**src/rtl/sar_ctrl_pkg.sv**
```systemverilog
// ----------------------------------------------------------------------------
// sar_ctrl_pkg
// Shared definitions for the SAR ADC controller: FSM state encoding, default
// parameter values and the start-to-done latency helper.
// ----------------------------------------------------------------------------
package sar_ctrl_pkg;

   typedef enum logic [2:0] {
      ST_IDLE   = 3'd0,
      ST_SAMPLE = 3'd1,
      ST_SETTLE = 3'd2,
      ST_DECIDE = 3'd3,
      ST_DONE   = 3'd4
   } sar_state_e;

   localparam int DEF_WIDTH         = 8;
   localparam int DEF_SAMPLE_CYCLES = 4;
   localparam int DEF_SETTLE_CYCLES = 2;

   // Number of edges from the edge that accepts start to the edge after
   // which done is high.
   function automatic int conv_latency(input int width,
                                       input int sample_cycles,
                                       input int settle_cycles);
      return sample_cycles + width * (settle_cycles + 1);
   endfunction

   function automatic int max2(input int a, input int b);
      return (a > b) ? a : b;
   endfunction

endpackage

```
**src/rtl/sync_2ff.sv**
```systemverilog
// ----------------------------------------------------------------------------
// sync_2ff
// One-bit two-flop synchronizer for an asynchronous level input.
//   clk      in  system clock
//   rst_n    in  asynchronous active-low reset (flops clear to 0)
//   i_async  in  asynchronous input
//   o_sync   out synchronized copy, two clocks of latency
// ----------------------------------------------------------------------------
module sync_2ff (
   input  logic clk,
   input  logic rst_n,
   input  logic i_async,
   output logic o_sync
);

   logic r_ff1;
   logic r_ff2;

   // NOTE: non-blocking assignments make both flops sample on the same edge;
   // blocking ones would collapse the chain into a single stage.
   always_ff @(posedge clk or negedge rst_n) begin
      if (!rst_n) begin
         r_ff1 <= 1'b0;
         r_ff2 <= 1'b0;
      end else begin
         r_ff1 <= i_async;
         r_ff2 <= r_ff1;
      end
   end

   assign o_sync = r_ff2;

endmodule

```
**src/rtl/sar_adc_ctrl.sv**
```systemverilog
// ----------------------------------------------------------------------------
// sar_adc_ctrl
// Successive-approximation controller driving an external R-2R DAC and
// reading the on-chip comparator. One track phase, then one bit per
// SETTLE_CYCLES+1 clocks, MSB first; result returned with a done pulse.
//   clk       in  system clock
//   rst_n     in  asynchronous active-low reset
//   start     in  begin a conversion (accepted only in IDLE)
//   abort     in  cancel the running conversion; beats start in IDLE
//   cmp_in    in  asynchronous comparator output, 1 = Vip above DAC level
//   sample    out high during the track phase
//   dac_code  out registered trial code to the DAC
//   busy      out high whenever not IDLE
//   done      out one-cycle pulse, result valid from this cycle
//   result    out last completed conversion
// ----------------------------------------------------------------------------
module sar_adc_ctrl
   import sar_ctrl_pkg::*;
#(
   parameter int WIDTH         = DEF_WIDTH,
   parameter int SAMPLE_CYCLES = DEF_SAMPLE_CYCLES,
   parameter int SETTLE_CYCLES = DEF_SETTLE_CYCLES
) (
   input  logic             clk,
   input  logic             rst_n,
   input  logic             start,
   input  logic             abort,
   input  logic             cmp_in,
   output logic             sample,
   output logic [WIDTH-1:0] dac_code,
   output logic             busy,
   output logic             done,
   output logic [WIDTH-1:0] result
);

   localparam int CNT_W = $clog2(max2(SAMPLE_CYCLES, SETTLE_CYCLES));
   localparam int IDX_W = $clog2(WIDTH);

   localparam logic [CNT_W-1:0] SAMPLE_LAST = CNT_W'(SAMPLE_CYCLES - 1);
   localparam logic [CNT_W-1:0] SETTLE_LAST = CNT_W'(SETTLE_CYCLES - 1);
   localparam logic [IDX_W-1:0] IDX_MSB     = IDX_W'(WIDTH - 1);

   sar_state_e       r_state;
   sar_state_e       w_state_nxt;
   logic [CNT_W-1:0] r_cnt;
   logic [IDX_W-1:0] r_idx;
   logic [IDX_W-1:0] w_idx_dn;
   logic [WIDTH-1:0] r_code;
   logic [WIDTH-1:0] r_result;
   logic             w_cmp_s;

   sync_2ff u_cmp_sync (
      .clk     (clk),
      .rst_n   (rst_n),
      .i_async (cmp_in),
      .o_sync  (w_cmp_s)
   );

   assign w_idx_dn = r_idx - IDX_W'(1);

   // State register
   always_ff @(posedge clk or negedge rst_n) begin
      if (!rst_n) begin
         r_state <= ST_IDLE;
      end else begin
         r_state <= w_state_nxt;
      end
   end

   // Next-state logic
   // NOTE: w_state_nxt gets its default before the case so every path
   // assigns it and no latch is inferred.
   always_comb begin
      w_state_nxt = r_state;
      unique case (r_state)
         ST_IDLE: begin
            if (start && !abort) w_state_nxt = ST_SAMPLE;
         end
         ST_SAMPLE: begin
            if (abort)                     w_state_nxt = ST_IDLE;
            else if (r_cnt == SAMPLE_LAST) w_state_nxt = ST_SETTLE;
         end
         ST_SETTLE: begin
            if (abort)                     w_state_nxt = ST_IDLE;
            else if (r_cnt == SETTLE_LAST) w_state_nxt = ST_DECIDE;
         end
         ST_DECIDE: begin
            if (abort)            w_state_nxt = ST_IDLE;
            else if (r_idx == '0) w_state_nxt = ST_DONE;
            else                  w_state_nxt = ST_SETTLE;
         end
         ST_DONE: begin
            w_state_nxt = ST_IDLE;
         end
         default: begin
            w_state_nxt = ST_IDLE;
         end
      endcase
   end

   // Phase counter, bit index, working code and result
   always_ff @(posedge clk or negedge rst_n) begin
      if (!rst_n) begin
         r_cnt    <= '0;
         r_idx    <= '0;
         r_code   <= '0;
         r_result <= '0;
      end else begin
         // Counter restarts whenever the phase changes and idles at zero.
         if ((w_state_nxt != r_state) || (r_state == ST_IDLE)) begin
            r_cnt <= '0;
         end else begin
            r_cnt <= r_cnt + CNT_W'(1);
         end

         unique case (r_state)
            ST_IDLE: begin
               if (w_state_nxt == ST_SAMPLE) begin
                  r_code <= '0;
                  r_idx  <= IDX_MSB;
               end
            end
            ST_SAMPLE: begin
               if (w_state_nxt == ST_SETTLE) r_code[r_idx] <= 1'b1;
            end
            ST_DECIDE: begin
               // An abort leaves both code and result untouched.
               if (w_state_nxt == ST_SETTLE) begin
                  r_code[r_idx]    <= w_cmp_s;
                  r_code[w_idx_dn] <= 1'b1;
                  r_idx            <= w_idx_dn;
               end else if (w_state_nxt == ST_DONE) begin
                  r_code[0] <= w_cmp_s;
                  r_result  <= {r_code[WIDTH-1:1], w_cmp_s};
               end
            end
            default: begin
            end
         endcase
      end
   end

   assign sample   = (r_state == ST_SAMPLE);
   assign busy     = (r_state != ST_IDLE);
   assign done     = (r_state == ST_DONE);
   assign dac_code = r_code;
   assign result   = r_result;

endmodule

```
**config.mk**
```make
export PLATFORM = sky130hd
export DESIGN_NAME = sar_adc_ctrl
export DESIGN_NICKNAME = d
export VERILOG_FILES = /design/src/rtl/sar_ctrl_pkg.sv /design/src/rtl/sync_2ff.sv /design/src/rtl/sar_adc_ctrl.sv
export SDC_FILE = /design/constraint.sdc
export NUM_CORES = 1
export LEC_CHECK = 0
export ABC_AREA = 1
export CORE_MARGIN = 3
export CORE_UTILIZATION = 45
export CTS_CLUSTER_DIAMETER = 150
export CTS_CLUSTER_SIZE = 20
export DETAILED_ROUTE_END_ITERATION = 7
export PLACE_DENSITY = 0.74
export SLEW_MARGIN = 20
export SYNTH_ARGS = -nofsm -noshare
export SYNTH_HDL_FRONTEND = slang
export SYNTH_HIERARCHICAL = 1
export SYNTH_SLANG_ARGS = --single-unit
```
**constraint.sdc**
```tcl
create_clock -name clk -period 2.3 [get_ports clk]
set_input_delay 0.345 -clock clk [delete_from_list [all_inputs] [get_ports clk]]
set_output_delay 0.345 -clock clk [all_outputs]
set_load 0.005 [all_outputs]
```
==> summary.txt <==
Outcome
  • Status: complete, no violations

CTS
  • Sink Count: 26
  • Hold_buf cts: 0
  • Clock tree buffer depth: 2
  • Post-CTS Setup Bufs: 0
  • Clk slew on worst S/H paths: 0.16 ns
  • Resize count post-CTS: 0
  • Skew-Pair Late Insertion Delay: 0.34 ns
  • H-tree depth: 1
  • Root Buffer: clkbuf_4
  • CTS tree: done
  • TritonCTS buffer count: 3

Power and ir drop
  • Power Density: 633 mW/mm^2
  • Leak: 0.000951 uW
  • Max IR drop VDD: 348 uV

STA
  • Final hold vios: 0
  • Final Max Slew Viols: 0
  • FMAX: 0.472 GHz
  • Worst Skew: 0.00701 ns
  • Setup_tns: 0 ns
  • Tcrit/Tclk final: 92.0%
  • RSZ-0062 raised after global routing: false
  • Worst slew pin tran: 0.326 ns
  • Final worst setup slack: 0.183 ns
  • Final min period: 2.12 ns
  • Slew margin rel.: 78.2%
  • Setup-failing EPs final: 0

Logic synthesis
  • Post-synthesis async set-or-reset flop share: 100%
  • Post-synth top area share: 41.2%
  • Cell taking the most area after synthesis: dfrtp_1
  • Synth Cell Area: 0.00158 sq mm
  • Post-synth EDFFs: 0
  • Top FF cell, synth: dfrtp_1
  • Cell types occupying the most area after synthesis: dfrtp_1 (41%), nand2_1 (16%), o21ai_0 (6.0%)
  • Syn nets: 217
  • Unique masters post-synth: 30
  • Seq/Total Area, Yosys: 41.2%
  • Synthesis Warnings: 6
  • Yosys reg bits: 26
  • Mapped Cells: 208
  • Avg Cell Area, Syn: 7.59 sq um

Floorplanning
  • Rows: 20
  • Initial core utilization: 49.3%
  • Die X: 65.2 um
  • Die Height: 65.2 um
  • Core area: 0.00320 sq mm
  • Die footprint: 0.00426 sq mm
  • Top Ports: 24

GRT
  • GR Overflow Total: 0
  • Largest net degree at the start of global routing: 27
  • Vias in the first global route: 1,306
  • First-pass GRT wire length: 5930 um
  • GRT Total Usage: 17.8%
  • Initial antenna violation count: 0

Setup path
  • Largest fanout on the critical path: 6
  • CP Launch Type: register
  • Critical Path AT: 1.77 ns
  • Worst EP required: 1.96 ns
  • Crit Path Category: register to output pin
  • CP Capture Type: output pin

Cells and area
  • P&R area growth vs syn: 22.3%
  • Total Nets Final: 245
  • ANT cells: 0
  • Share of cells above drive strength 1: 10.6%

Detailed routing
  • Drt wl/cell: 12.3 um
  • Post-Route WL: 3440 um
  • DRC Markers: 0
  • Initial DRC Count: 87
  • Drt via density: 5.15
  • Detail Route Antenna Nets: 0
  • TritonRoute pass-1 iters: 4
  • Via count: 1,437

Placed design
  • Post-place setup slack: 0.406 ns
  • GPL Wtd Cong: 0.900
  • Port Buffers: 23
  • Final HPWL from detailed placement: 2640 um

Run
  • Max-Cap Viols: 0

Hold path
  • Min-Delay Path Class: primary input to asynchronous set/reset pin
==> flip-flops by register name, indices dropped and copies added, names as in the netlist <==
signal and cells:
result 8, r_idx 3, dac_code 8, u_cmp_sync/r_ff1 1, r_state 3, u_cmp_sync/o_sync 1
r_cnt 2
==> per-stage QoR <==
step / hold WS [ns] / std cells / area, sq um / power [uW] / util (%)
final: 0.343 / 279 / 1930 / 1220 / 60.3
after global routing: 0.375 / 279 / 1930 / 1300 / 60.3
after CTS: 0.365 / 279 / 1930 / 1230 / 60.3
after detailed placement: 0.337 / 275 / 1880 / 902 / 58.6
after global placement: 0.333 / 275 / 1880 / 899 / 58.6
after floorplan: 0.0494 / 208 / 1580 / 787 / -
==> final cells by class <==
cell class	instances	area, sq um
clock buffer	3	22.5
inverter	25	93.8
tap	44	55.1
fill	305	1270
multi-input combinational	151	803
timing repair buffer	29	275
sequential	26	651
clock inverter	1	30.0
==> routing by layer <==
layer / vias up / wire length, um / track usage (%)
li1: 728 / - / -
met1: 657 / 1620 / 25.8
met2: 47 / 1580 / 26.5
met3: 5 / 189 / 2.05
met4: 0 / 49 / 8.03
met5: - / 0 / 0
==> path summary, 6_finish.rpt <==
check	cells past startpoint	slack, ns	from	end
setup / recovery	2	0.18	r_state[2]$_DFF_PN0_	sample
hold / removal	2	0.34	rst_n	r_idx[0]$_DFFE_PN0P_
setup reg to reg	12	0.40	r_idx[0]$_DFFE_PN0P_	dac_code[5]$_DFFE_PN0P_
hold reg to reg	0	0.37	u_cmp_sync/r_ff1$_DFF_PN0_	u_cmp_sync/o_sync$_DFF_PN0_
max in group asynchronous	2	1.70	rst_n	r_state[1]$_DFF_PN0_
min in group clk	0	0.37	u_cmp_sync/r_ff1$_DFF_PN0_	u_cmp_sync/o_sync$_DFF_PN0_
==> where the power goes <==
group / total [uW] / switching, uW / internal [uW]
combinational: 354 / 212 / 142
clock: 329 / 152 / 176
sequential: 540 / 49.2 / 491
total: 1220 / 413 / 809
==> worst max-delay path, stage by stage, from the launching register on <==
cell             delay, ns
dfrtp_1               0.50
nor3_2                0.36
clkdlybuf4s50_1       0.57
==> cell usage in the layout, fill, tap and decap left out, drive strengths merged <==
cell	n
a21o	1
clkbuf	3
inv	24
xor2	1
o211ai	1
ha	4
buf	6
nand3b	1
nor3	3
a22o	3
nand2	76
clkinv	1
o221ai	2
a21oi	3
o21ai	19
o22ai	1
dfrtp	26
nand3	17
nand4	5
a31oi	1
nor2	13
clkdlybuf4s50	23
bufinv	1
==> cell families after synthesis <==
family,Yosys count,synth area share (%)
DFF,26,41.2
buffers and inverters,31,7.92
AOI/OAI and AO/OA,31,11.5
adders and majority gates,4,3.17
and+or+nand+nor,115,35.7
xor gates and xnor gates,1,0.555
==> cells in the mapped netlist, types with 2 or more instances <==
cell       n
nand4_1    4
inv_2      2
ha_1       4
nor2_1    10
a21oi_1    3
dfrtp_1   26
nand2_2    2
a22o_1     3
nor3_1     2
nand2_1   69
nand3_1   16
inv_1     22
o21ai_0   19
buf_2      4
nor2_4     2
o221ai_1   2
nand2_4    5
Note: power is estimated with default switching activity, not from simulation.
